`src/rtl/svga_timing_gen_if.sv`:
```
// Raster timing bus: pixel enable in, coordinates plus sync/active strobes out.
// The generator drives through master; the draw pipeline or display side uses slave.
interface svga_timing_gen_if;
    logic        i_pix_ce;
    logic [10:0] o_current_x;
    logic [10:0] o_current_y;
    logic        o_active;
    logic        o_hsync;
    logic        o_vsync;
    logic        o_line_start;
    logic        o_frame_start;
    logic        o_active_d;
    logic        o_hsync_d;
    logic        o_vsync_d;

    modport master (
        input  i_pix_ce,
        output o_current_x, o_current_y, o_active, o_hsync, o_vsync,
               o_line_start, o_frame_start, o_active_d, o_hsync_d, o_vsync_d
    );

    modport slave (
        output i_pix_ce,
        input  o_current_x, o_current_y, o_active, o_hsync, o_vsync,
               o_line_start, o_frame_start, o_active_d, o_hsync_d, o_vsync_d
    );
endinterface

```
`src/rtl/svga_timing_gen.sv`:
```
// Raster timing generator: x/y pixel counters, registered sync/active decode,
// line/frame start pulses and a delay line aligning syncs with the draw pipeline.
module svga_timing_gen #(
    parameter int H_VIS    = 800,
    parameter int H_FP     = 40,
    parameter int H_SYNC   = 128,
    parameter int H_BP     = 88,
    parameter int V_VIS    = 600,
    parameter int V_FP     = 1,
    parameter int V_SYNC   = 4,
    parameter int V_BP     = 23,
    parameter bit H_POL    = 1'b1,
    parameter bit V_POL    = 1'b1,
    parameter int PIPE_DLY = 2
) (
    input  logic                   clk,
    input  logic                   rst_n,
    svga_timing_gen_if.master      bus
);

    localparam logic [10:0] H_LAST     = 11'(H_VIS + H_FP + H_SYNC + H_BP - 1);
    localparam logic [10:0] V_LAST     = 11'(V_VIS + V_FP + V_SYNC + V_BP - 1);
    localparam logic [10:0] H_VIS_W    = 11'(H_VIS);
    localparam logic [10:0] V_VIS_W    = 11'(V_VIS);
    localparam logic [10:0] H_SYNC_BEG = 11'(H_VIS + H_FP);
    localparam logic [10:0] H_SYNC_END = 11'(H_VIS + H_FP + H_SYNC);
    localparam logic [10:0] V_SYNC_BEG = 11'(V_VIS + V_FP);
    localparam logic [10:0] V_SYNC_END = 11'(V_VIS + V_FP + V_SYNC);

    typedef struct packed {
        logic active;
        logic hsync;
        logic vsync;
    } vid_t;

    localparam vid_t VID_IDLE = vid_t'{1'b0, ~H_POL, ~V_POL};

    logic [10:0] r_x, r_y;
    logic        r_active, r_hsync, r_vsync;
    logic        r_line_start, r_frame_start;

    logic        w_x_wrap, w_y_wrap;
    logic [10:0] w_x_nxt, w_y_nxt;
    vid_t        w_vid_nxt;

    assign w_x_wrap = (r_x == H_LAST);
    assign w_y_wrap = (r_y == V_LAST);

    // Strobes are decoded from the next coordinates so the registered copies
    // line up with the registered counters in the same cycle.
    always_comb begin
        // NOTE: every always_comb output gets a default first so no path leaves it unassigned (no latch).
        w_x_nxt = r_x + 11'd1;
        w_y_nxt = r_y;
        if (w_x_wrap) begin
            w_x_nxt = '0;
            w_y_nxt = w_y_wrap ? '0 : r_y + 11'd1;
        end
        w_vid_nxt.active = (w_x_nxt < H_VIS_W) && (w_y_nxt < V_VIS_W);
        w_vid_nxt.hsync  = ((w_x_nxt >= H_SYNC_BEG) && (w_x_nxt < H_SYNC_END)) ? H_POL : ~H_POL;
        w_vid_nxt.vsync  = ((w_y_nxt >= V_SYNC_BEG) && (w_y_nxt < V_SYNC_END)) ? V_POL : ~V_POL;
    end

    always_ff @(posedge clk or negedge rst_n) begin
        if (!rst_n) begin
            r_x           <= '0;
            r_y           <= '0;
            r_active      <= 1'b1;
            r_hsync       <= ~H_POL;
            r_vsync       <= ~V_POL;
            r_line_start  <= 1'b0;
            r_frame_start <= 1'b0;
        end else begin
            // NOTE: non-blocking assignments so every register samples pre-edge values.
            r_line_start  <= bus.i_pix_ce & w_x_wrap;
            r_frame_start <= bus.i_pix_ce & w_x_wrap & w_y_wrap;
            if (bus.i_pix_ce) begin
                r_x      <= w_x_nxt;
                r_y      <= w_y_nxt;
                r_active <= w_vid_nxt.active;
                r_hsync  <= w_vid_nxt.hsync;
                r_vsync  <= w_vid_nxt.vsync;
            end
        end
    end

    assign bus.o_current_x   = r_x;
    assign bus.o_current_y   = r_y;
    assign bus.o_active      = r_active;
    assign bus.o_hsync       = r_hsync;
    assign bus.o_vsync       = r_vsync;
    assign bus.o_line_start  = r_line_start;
    assign bus.o_frame_start = r_frame_start;

    generate
        if (PIPE_DLY == 0) begin : g_no_dly
            assign bus.o_active_d = r_active;
            assign bus.o_hsync_d  = r_hsync;
            assign bus.o_vsync_d  = r_vsync;
        end else begin : g_dly
            vid_t r_dly [PIPE_DLY];

            // Shifts every clk, independent of the pixel enable.
            always_ff @(posedge clk or negedge rst_n) begin
                if (!rst_n) begin
                    // NOTE: the few delay stages are reset so the delayed strobes start idle, not X.
                    for (int i = 0; i < PIPE_DLY; i++) r_dly[i] <= VID_IDLE;
                end else begin
                    r_dly[0] <= vid_t'{r_active, r_hsync, r_vsync};
                    for (int i = 1; i < PIPE_DLY; i++) r_dly[i] <= r_dly[i-1];
                end
            end

            assign bus.o_active_d = r_dly[PIPE_DLY-1].active;
            assign bus.o_hsync_d  = r_dly[PIPE_DLY-1].hsync;
            assign bus.o_vsync_d  = r_dly[PIPE_DLY-1].vsync;
        end
    endgenerate

endmodule
```
`src/flat_wrapper.sv`:
```
// flat-port wrapper written by rule: the top's interface ports become plain ports
module svga_timing_gen_flat 
#(
    parameter int H_VIS    = 800,
    parameter int H_FP     = 40,
    parameter int H_SYNC   = 128,
    parameter int H_BP     = 88,
    parameter int V_VIS    = 600,
    parameter int V_FP     = 1,
    parameter int V_SYNC   = 4,
    parameter int V_BP     = 23,
    parameter bit H_POL    = 1'b1,
    parameter bit V_POL    = 1'b1,
    parameter int PIPE_DLY = 2
)
  (clk, rst_n, bus_i_pix_ce, bus_o_current_x, bus_o_current_y, bus_o_active, bus_o_hsync, bus_o_vsync, bus_o_line_start, bus_o_frame_start, bus_o_active_d, bus_o_hsync_d, bus_o_vsync_d);
  svga_timing_gen_if bus_i ();
  input  logic clk;
  input  logic rst_n;
  input wire logic [$bits(bus_i.i_pix_ce)-1:0] bus_i_pix_ce;
  output wire logic [$bits(bus_i.o_current_x)-1:0] bus_o_current_x;
  output wire logic [$bits(bus_i.o_current_y)-1:0] bus_o_current_y;
  output wire logic [$bits(bus_i.o_active)-1:0] bus_o_active;
  output wire logic [$bits(bus_i.o_hsync)-1:0] bus_o_hsync;
  output wire logic [$bits(bus_i.o_vsync)-1:0] bus_o_vsync;
  output wire logic [$bits(bus_i.o_line_start)-1:0] bus_o_line_start;
  output wire logic [$bits(bus_i.o_frame_start)-1:0] bus_o_frame_start;
  output wire logic [$bits(bus_i.o_active_d)-1:0] bus_o_active_d;
  output wire logic [$bits(bus_i.o_hsync_d)-1:0] bus_o_hsync_d;
  output wire logic [$bits(bus_i.o_vsync_d)-1:0] bus_o_vsync_d;
  assign bus_i.i_pix_ce = bus_i_pix_ce;
  assign bus_o_current_x = bus_i.o_current_x;
  assign bus_o_current_y = bus_i.o_current_y;
  assign bus_o_active = bus_i.o_active;
  assign bus_o_hsync = bus_i.o_hsync;
  assign bus_o_vsync = bus_i.o_vsync;
  assign bus_o_line_start = bus_i.o_line_start;
  assign bus_o_frame_start = bus_i.o_frame_start;
  assign bus_o_active_d = bus_i.o_active_d;
  assign bus_o_hsync_d = bus_i.o_hsync_d;
  assign bus_o_vsync_d = bus_i.o_vsync_d;
  svga_timing_gen #(.H_VIS(H_VIS), .H_FP(H_FP), .H_SYNC(H_SYNC), .H_BP(H_BP), .V_VIS(V_VIS), .V_FP(V_FP), .V_SYNC(V_SYNC), .V_BP(V_BP), .H_POL(H_POL), .V_POL(V_POL), .PIPE_DLY(PIPE_DLY)) u_core (.clk(clk), .rst_n(rst_n), .bus(bus_i));
endmodule
```
`config.mk`:
```
export PLATFORM = sky130hd
export DESIGN_NAME = svga_timing_gen_flat
export DESIGN_NICKNAME = d
export VERILOG_FILES = /design/src/rtl/svga_timing_gen_if.sv /design/src/rtl/svga_timing_gen.sv /design/src/flat_wrapper.sv
export SDC_FILE = /design/constraint.sdc
export NUM_CORES = 1
export LEC_CHECK = 0
export BUFFER_PORTS_ARGS = -buffer_cell sky130_fd_sc_hd__buf_2
export CAP_MARGIN = 10
export CORE_MARGIN = 2
export CORE_UTILIZATION = 55
export CTS_BUF_LIST = sky130_fd_sc_hd__clkbuf_4 sky130_fd_sc_hd__clkbuf_8
export DETAILED_ROUTE_END_ITERATION = 12
export GPL_TIMING_DRIVEN = 0
export PLACE_DENSITY = 0.91
export SLEW_MARGIN = 20
export SYNTH_ARGS = -nofsm -noshare
export SYNTH_HDL_FRONTEND = slang
export SYNTH_SLANG_ARGS = --single-unit
```
`constraint.sdc`:
```
create_clock -name clk -period 4.3 [get_ports clk]
set_clock_uncertainty 0.05 [all_clocks]
set_input_delay 0.215 -clock clk [delete_from_list [all_inputs] [get_ports clk]]
set_output_delay 0.215 -clock clk [all_outputs]
set_load 0.02 [all_outputs]
```
==> flow_summary.ini, run 1 <==
[synthesis]
synth_area_leaders = dfrtp_1, xnor2_1, nand2_1, o21ai_0, nand4_1
syn_area_um2 = 1848
synth.top_cell.area_share_pct = 43.33
synth_most_common_cell = dfrtp_1
synth-compound-area-share_pct = 15.71
synth_cell_types = 45
synth_fp_nets = 206
synthCells = 201
yosys_warnings = 0
async_flop_share_pct = 100.0
synthMuxAreaShare_pct = 1.760
yosys.area_share.simple_pct = 23.90
synth_edf_count = 0
avgSynthCellArea_um2 = 9.194
yosys.area.top_type = dfrtp_1
synthTopCellsByCount = dfrtp_1, nand2_1, o21ai_0
synth_xor_xnor_area_share_pct = 8.531
ys_seq_area_share_pct = 44.75
synthAdderAreaFrac_pct = 1.354
synth_top_family_by_area = simple AND/OR/NAND/NOR gates
synthFlopType = dfrtp_1
ys_seq_elements = 33

[pwr]
power_frac_comb_pct = 28.8
p_leak_nw = 0.9722
p_per_area_nw_per_um2 = 373.2
internal_power_mw = 0.5039
switching_share_pct = 36.49
switching_power_mw = 0.2895
clockPowerShare_pct = 22.0
power_mw = 0.7934
pwr-share-seq_pct = 49.2
ir_drop_uv = 252.6

[clocking]
cts_tree = done
cts_setup_buffers = 0
clock-sinks = 33
cts_resized = 0
cts_buffers = 5
clk_path_buf_depth = 2
cts_root_buffer = clkbuf_4
clkTransAtPathRegs_ps = 110
clk_latency_ps = 330
htree_levels = 2

[route]
dr.pass1.iters = 4
wl_per_cell_um = 14.27
dr_total_vias = 1687
drt_wl_total_um = 4096
via_per_inst = 5.878
drcViolationCount = 0
ant_nets = 0
drt_first_iter_violations = 103

[critical_path]
crit_chain = ha_1 > clkbuf_1 > nand4_1 > nor4_1 > buf_2 > nand2_1 > inv_1 > nand4_1 > xnor2_1
worstSetupPathType = register to register
reg2regPathDepth = 9
cp_data_required_time_ps = 4480
cp_max_fo = 10
r2r_slack_ps = 980
worst_path_largest_cell_delay_ps = 820
worstReg2RegStart = u_core.bus.o_current_x[0]$_DFFE_PN0P_
end_kind = register
crit_slowest_cell = nor4_1
path_delay_family = simple AND/OR/NAND/NOR gates
crit_path_start_kind = register
cpMostUsedCell = nand4_1
r2r-end = u_core.bus.o_current_y[8]$_DFFE_PN0P_
crit_cells = 9
cp.arrival_ps = 3500
critPathBufInv = 3

[flow_run]
maxCapViolations = 0

[status]
status = complete, no violations

[timing]
final_max_slew_viol_count = 0
hold_ws_ps = 278.0
maxSlewHeadroom_pct = 39.99
rsz0062_at_grt = no
hold_violations = 0
fmax_mhz = 301.3
finalSetupViolCount = 0
period_needed_ps = 3319
min_period_over_period_pct = 77.19
worst_pin_slew_ps = 892.0
tns_ps = 0

[floorplanning]
core_area_um2 = 3284
dieHeight_um = 61.97
die_w_um = 61.97
ios = 33
die_area_um2 = 3840
start_util_pct = 56.27
rows = 21

[worst_hold_path]
hold_depth = 3
hold_path_class = input pin to register
hold-path-endpoint = u_core.bus.o_current_x[6]$_DFFE_PN0P_
hp-start = bus_i_pix_ce

[grt]
antenna_found_initial = 0
gr-total-overflow = 0
grt_util_all_layers_pct = 23.19
first_global_vias = 1402
grt_max_degree = 34
grt_pass1_wl_um = 6541

[place]
io_buffers = 31
routabilityCongestion = 0.9162
dp_hpwl_um = 2913
dpl.cell_count = 278

[cells_and_area]
fin_nets = 245
drive_above_1_share_pct = 20.33
num_antenna_cells = 0
fill_cells = 282
syn_to_final_growth_pct = 15.03
stdcell_count = 287
-- power groups by stage --
stage / registers, mW / clock network (mW) / logic (mW)
final: 0.390 / 0.174 / 0.229
after global routing: 0.397 / 0.190 / 0.254
after CTS: 0.388 / 0.175 / 0.229
after detailed placement: 0.394 / 0 / 0.227
after global placement: 0.392 / 0 / 0.220
after floorplan: 0.425 / 0 / 0.124
-- cell usage in the layout, fill, tap and decap left out, drive strengths merged, types with 3 or more instances in the layout --
| cell | netlist | routed |
|---|---|---|
| a31oi | 4 | 4 |
| nor2 | 11 | 11 |
| xor2 | 7 | 7 |
| inv | 5 | 5 |
| nand3 | 9 | 9 |
| and2 | 3 | 3 |
| xnor2 | 11 | 11 |
| nand2 | 24 | 24 |
| clkbuf | 11 | 17 |
| nand4 | 10 | 10 |
| and3 | 7 | 7 |
| dfrtp | 32 | 32 |
| nor3 | 5 | 5 |
| a21oi | 6 | 6 |
| o21ai | 15 | 15 |
| buf | 3 | 34 |
-- layout make-up --
| cell class | count | area, um2 | share of cell area [%] |
|---|---|---|---|
| inverter | 5 | 18.77 | 0.8829 |
| tap | 46 | 57.56 | 2.707 |
| clock buffer | 6 | 45.04 | 2.119 |
| multi-input combinational | 149 | 947.2 | 44.56 |
| buffer | 14 | 55.05 | 2.590 |
| sequential | 33 | 827.0 | 38.91 |
| timing repair buffer | 32 | 165.2 | 7.769 |
| clock inverter | 2 | 10.01 | 0.4709 |
-- what timing repair did --
action	in CTS	in global routing
endpoints found under the setup margin	0	0
hold buffers	1	0
hold endpoints to repair	32	0
-- how the worst max path moves through the flow --
stage,slack [ps],end,from
after floorplan,1540,u_core.bus.o_vsync$_DFFE_PN0P_,u_core.bus.o_current_x[0]$_DFFE_PN0P_
after global placement,1070,u_core.bus.o_current_y[8]$_DFFE_PN0P_,u_core.bus.o_current_x[0]$_DFFE_PN0P_
after detailed placement,1040,u_core.bus.o_current_y[8]$_DFFE_PN0P_,u_core.bus.o_current_x[0]$_DFFE_PN0P_
after CTS,1030,u_core.bus.o_current_y[8]$_DFFE_PN0P_,u_core.bus.o_current_x[0]$_DFFE_PN0P_
after global routing,620,u_core.bus.o_current_y[8]$_DFFE_PN0P_,u_core.bus.o_current_x[0]$_DFFE_PN0P_
final,980,u_core.bus.o_current_y[8]$_DFFE_PN0P_,u_core.bus.o_current_x[0]$_DFFE_PN0P_
-- tightest hold or removal path, cell delays in order --
cell	delay (ps)
clkbuf_1	180
nand4_1	160
xnor2_1	70
-- kinds of logic (layout without fill, tap and decap cells) --
group | Yosys count | count (layout)
buf+inv | 19 | 59
flops | 33 | 33
simple gates | 82 | 82
mux | 3 | 3
compound gates | 44 | 44
xor+xnor | 18 | 18
fa+ha+maj | 2 | 2
-- through the flow --
stage	cell area (um2)	util, %	setup slack [ps]
final	2126	64.72	980.8
after global routing	2126	64.72	616.8
after CTS	2126	64.72	1030
after detailed placement	2061	62.74	1039
after global placement	2061	62.74	1065
after floorplan	1848	-	1539
-- metal layers --
| metal | up-vias | share of wire [%] | track usage [%] |
|---|---|---|---|
| met4 | 0 | 1.4 | 7.599 |
| met2 | 62 | 46 | 34.08 |
| met3 | 8 | 5.2 | 4.762 |
| li1 | 809 | - | - |
| met5 | - | 0 | 0 |
| met1 | 808 | 47 | 34.12 |
-- registers in the layout, indices dropped and copies added, names as in the netlist --
signal	cells
u_core.bus.o_active	1
u_core.bus.o_active_d	1
u_core.bus.o_current_x	11
u_core.bus.o_current_y	11
u_core.bus.o_frame_start	1
u_core.bus.o_hsync	1
u_core.bus.o_hsync_d	1
u_core.bus.o_line_start	1
u_core.bus.o_vsync	1
u_core.bus.o_vsync_d	1
u_core.g_dly.r_dly	3
Note: power is estimated with default switching activity, not from simulation.
==> run 2, diff against run 1 <==
Clock period 4.3 ns to 3.3 ns, I/O delays scaled along.
==> flow_summary.ini, run 2 (same netlist as run 1, synthesis figures left out) <==
[timing]
period_needed_ps = 3113
tns_ps = 0
maxSlewHeadroom_pct = 52.44
rsz0062_at_grt = no
hold_ws_ps = 232.0
finalSetupViolCount = 0
min_period_over_period_pct = 94.34
fmax_mhz = 321.2
worst_pin_slew_ps = 713.3
hold_violations = 0
final_max_slew_viol_count = 0

[clocking]
clk_path_buf_depth = 2
cts_setup_buffers = 0
clock-sinks = 33
cts_root_buffer = clkbuf_4
cts_tree = done
cts_buffers = 5
clkTransAtPathRegs_ps = 110
htree_levels = 2
clk_latency_ps = 330

[pwr]
p_per_area_nw_per_um2 = 485.3
clockPowerShare_pct = 22.0
switching_power_mw = 0.3818
switching_share_pct = 36.75
pwr-share-seq_pct = 48.9
p_leak_nw = 0.9738
power_frac_comb_pct = 29.1
ir_drop_uv = 329.5
internal_power_mw = 0.6571

[place]
io_buffers = 31
dpl.cell_count = 278
routabilityCongestion = 0.9162
dp_hpwl_um = 2913
placed_cell_area_um2 = 2061

[floorplanning]
start_util_pct = 56.27
die_w_um = 61.97
dieHeight_um = 61.97
core_area_um2 = 3284
ios = 33
rows = 21
die_area_um2 = 3840

[route]
wl_per_cell_um = 14.29
drt_first_iter_violations = 94
drcViolationCount = 0
dr.pass1.iters = 4
dr_total_vias = 1652
ant_nets = 0
drt_wl_total_um = 4101
via_per_inst = 5.756

[grt]
use_met2_pct = 34.08
use_met3_pct = 4.762
first_global_vias = 1402
grt_max_degree = 34
antenna_found_initial = 0
grt.met1_usage_pct = 34.12
grt_util_all_layers_pct = 23.19
gr-total-overflow = 0
grt_pass1_wl_um = 6541
top_usage_layer = met1

[critical_path]
cp.arrival_ps = 3320
worstReg2RegStart = u_core.bus.o_current_x[0]$_DFFE_PN0P_
reg2regPathDepth = 10
cp_data_required_time_ps = 3500
worstSetupPathType = register to register
critPathCapture = u_core.bus.o_vsync$_DFFE_PN0P_
cp_max_fo = 10
startpoint = u_core.bus.o_current_x[0]$_DFFE_PN0P_
end_kind = register
r2r_slack_ps = 190
r2r-end = u_core.bus.o_vsync$_DFFE_PN0P_
crit_path_start_kind = register

[cells_and_area]
final_cell_mix = buf_2, dfrtp_1, nand2_1
seqCellArea_um2 = 827.0
multi_input_area_um2 = 962.2
stdcell_count = 287
syn_to_final_growth_pct = 15.84
stdcell_area_um2 = 2141
final_common_cell = buf_2
num_antenna_cells = 0
fin_nets = 245
drive_above_1_share_pct = 20.75
fill_cells = 277

[flow_run]
maxCapViolations = 0

[worst_hold_path]
hold_path_class = input pin to register

[status]
status = complete, no violations
-- run 2: cell count changes in the layout (fill, tap and decap cells not counted) --
cell / change
nor4_4: +1
nor4_1: -1
-- run 2: metrics by stage --
step / power, mW / util, % / setup WS (ps)
floorplan: 0.7155 / - / 539.1
global placement: 0.7983 / 62.74 / 65.06
detailed placement: 0.8093 / 62.74 / 38.75
CTS: 1.031 / 64.72 / 30.16
global route: 1.100 / 65.18 / 32.99
finish: 1.039 / 65.18 / 186.8
-- run 2: worst min path at each step --
stage / slack, ps / cells after the start / end / from
floorplan: -180 / 0 / u_core.bus.o_active_d$_DFF_PN0_ / rst_n
global placement: 210 / 1 / u_core.bus.o_current_y[7]$_DFFE_PN0P_ / rst_n
detailed placement: 210 / 1 / u_core.bus.o_current_y[7]$_DFFE_PN0P_ / rst_n
CTS: 230 / 3 / u_core.bus.o_current_x[6]$_DFFE_PN0P_ / bus_i_pix_ce
global route: 230 / 3 / u_core.bus.o_current_x[6]$_DFFE_PN0P_ / bus_i_pix_ce
finish: 230 / 3 / u_core.bus.o_current_x[6]$_DFFE_PN0P_ / bus_i_pix_ce
-- run 2: per-layer routing --
layer	vias up	routed length [um]	part of all wire (%)
met3	5	223	5.4
met2	66	1871	46
met5	-	0	0
met4	0	51	1.2
met1	775	1955	48
li1	806	-	-
-- run 2: timing repair --
| action | in CTS | in global routing |
|---|---|---|
| hold buffers | 1 | 0 |
| hold endpoints to repair | 32 | 0 |
| endpoints found under the setup margin | 0 | 11 |
| resized for setup | 0 | 2 |
-- run 2: power groups by stage --
stage | clock (mW) | sequential [mW] | combinational (mW)
6_report | 0.228 | 0.508 | 0.303
2_1_floorplan | 0 | 0.554 | 0.161
3_3_place_gp | 0 | 0.511 | 0.287
3_5_place_dp | 0 | 0.514 | 0.295
4_1_cts | 0.228 | 0.505 | 0.298
5_1_grt | 0.247 | 0.517 | 0.336
-- run 2: cell type report --
class	count	area share, %
plain buffers	14	2.572
clock buffers	6	2.104
clock inverters	2	0.4676
inverters	5	0.8767
multi-input cells	149	44.94
flip-flops and latches	33	38.63
well taps	46	2.688
repair buffers	32	7.715
-- run 2: critical path, stage by stage (launching register included) --
cell      delay [ps]
dfrtp_1          450
ha_1             170
clkbuf_1         310
nand4_1          370
or4_1            580
buf_2            200
nor3_2           170
and3_1           210
and3_1           190
o22ai_1           80
o32ai_2          240
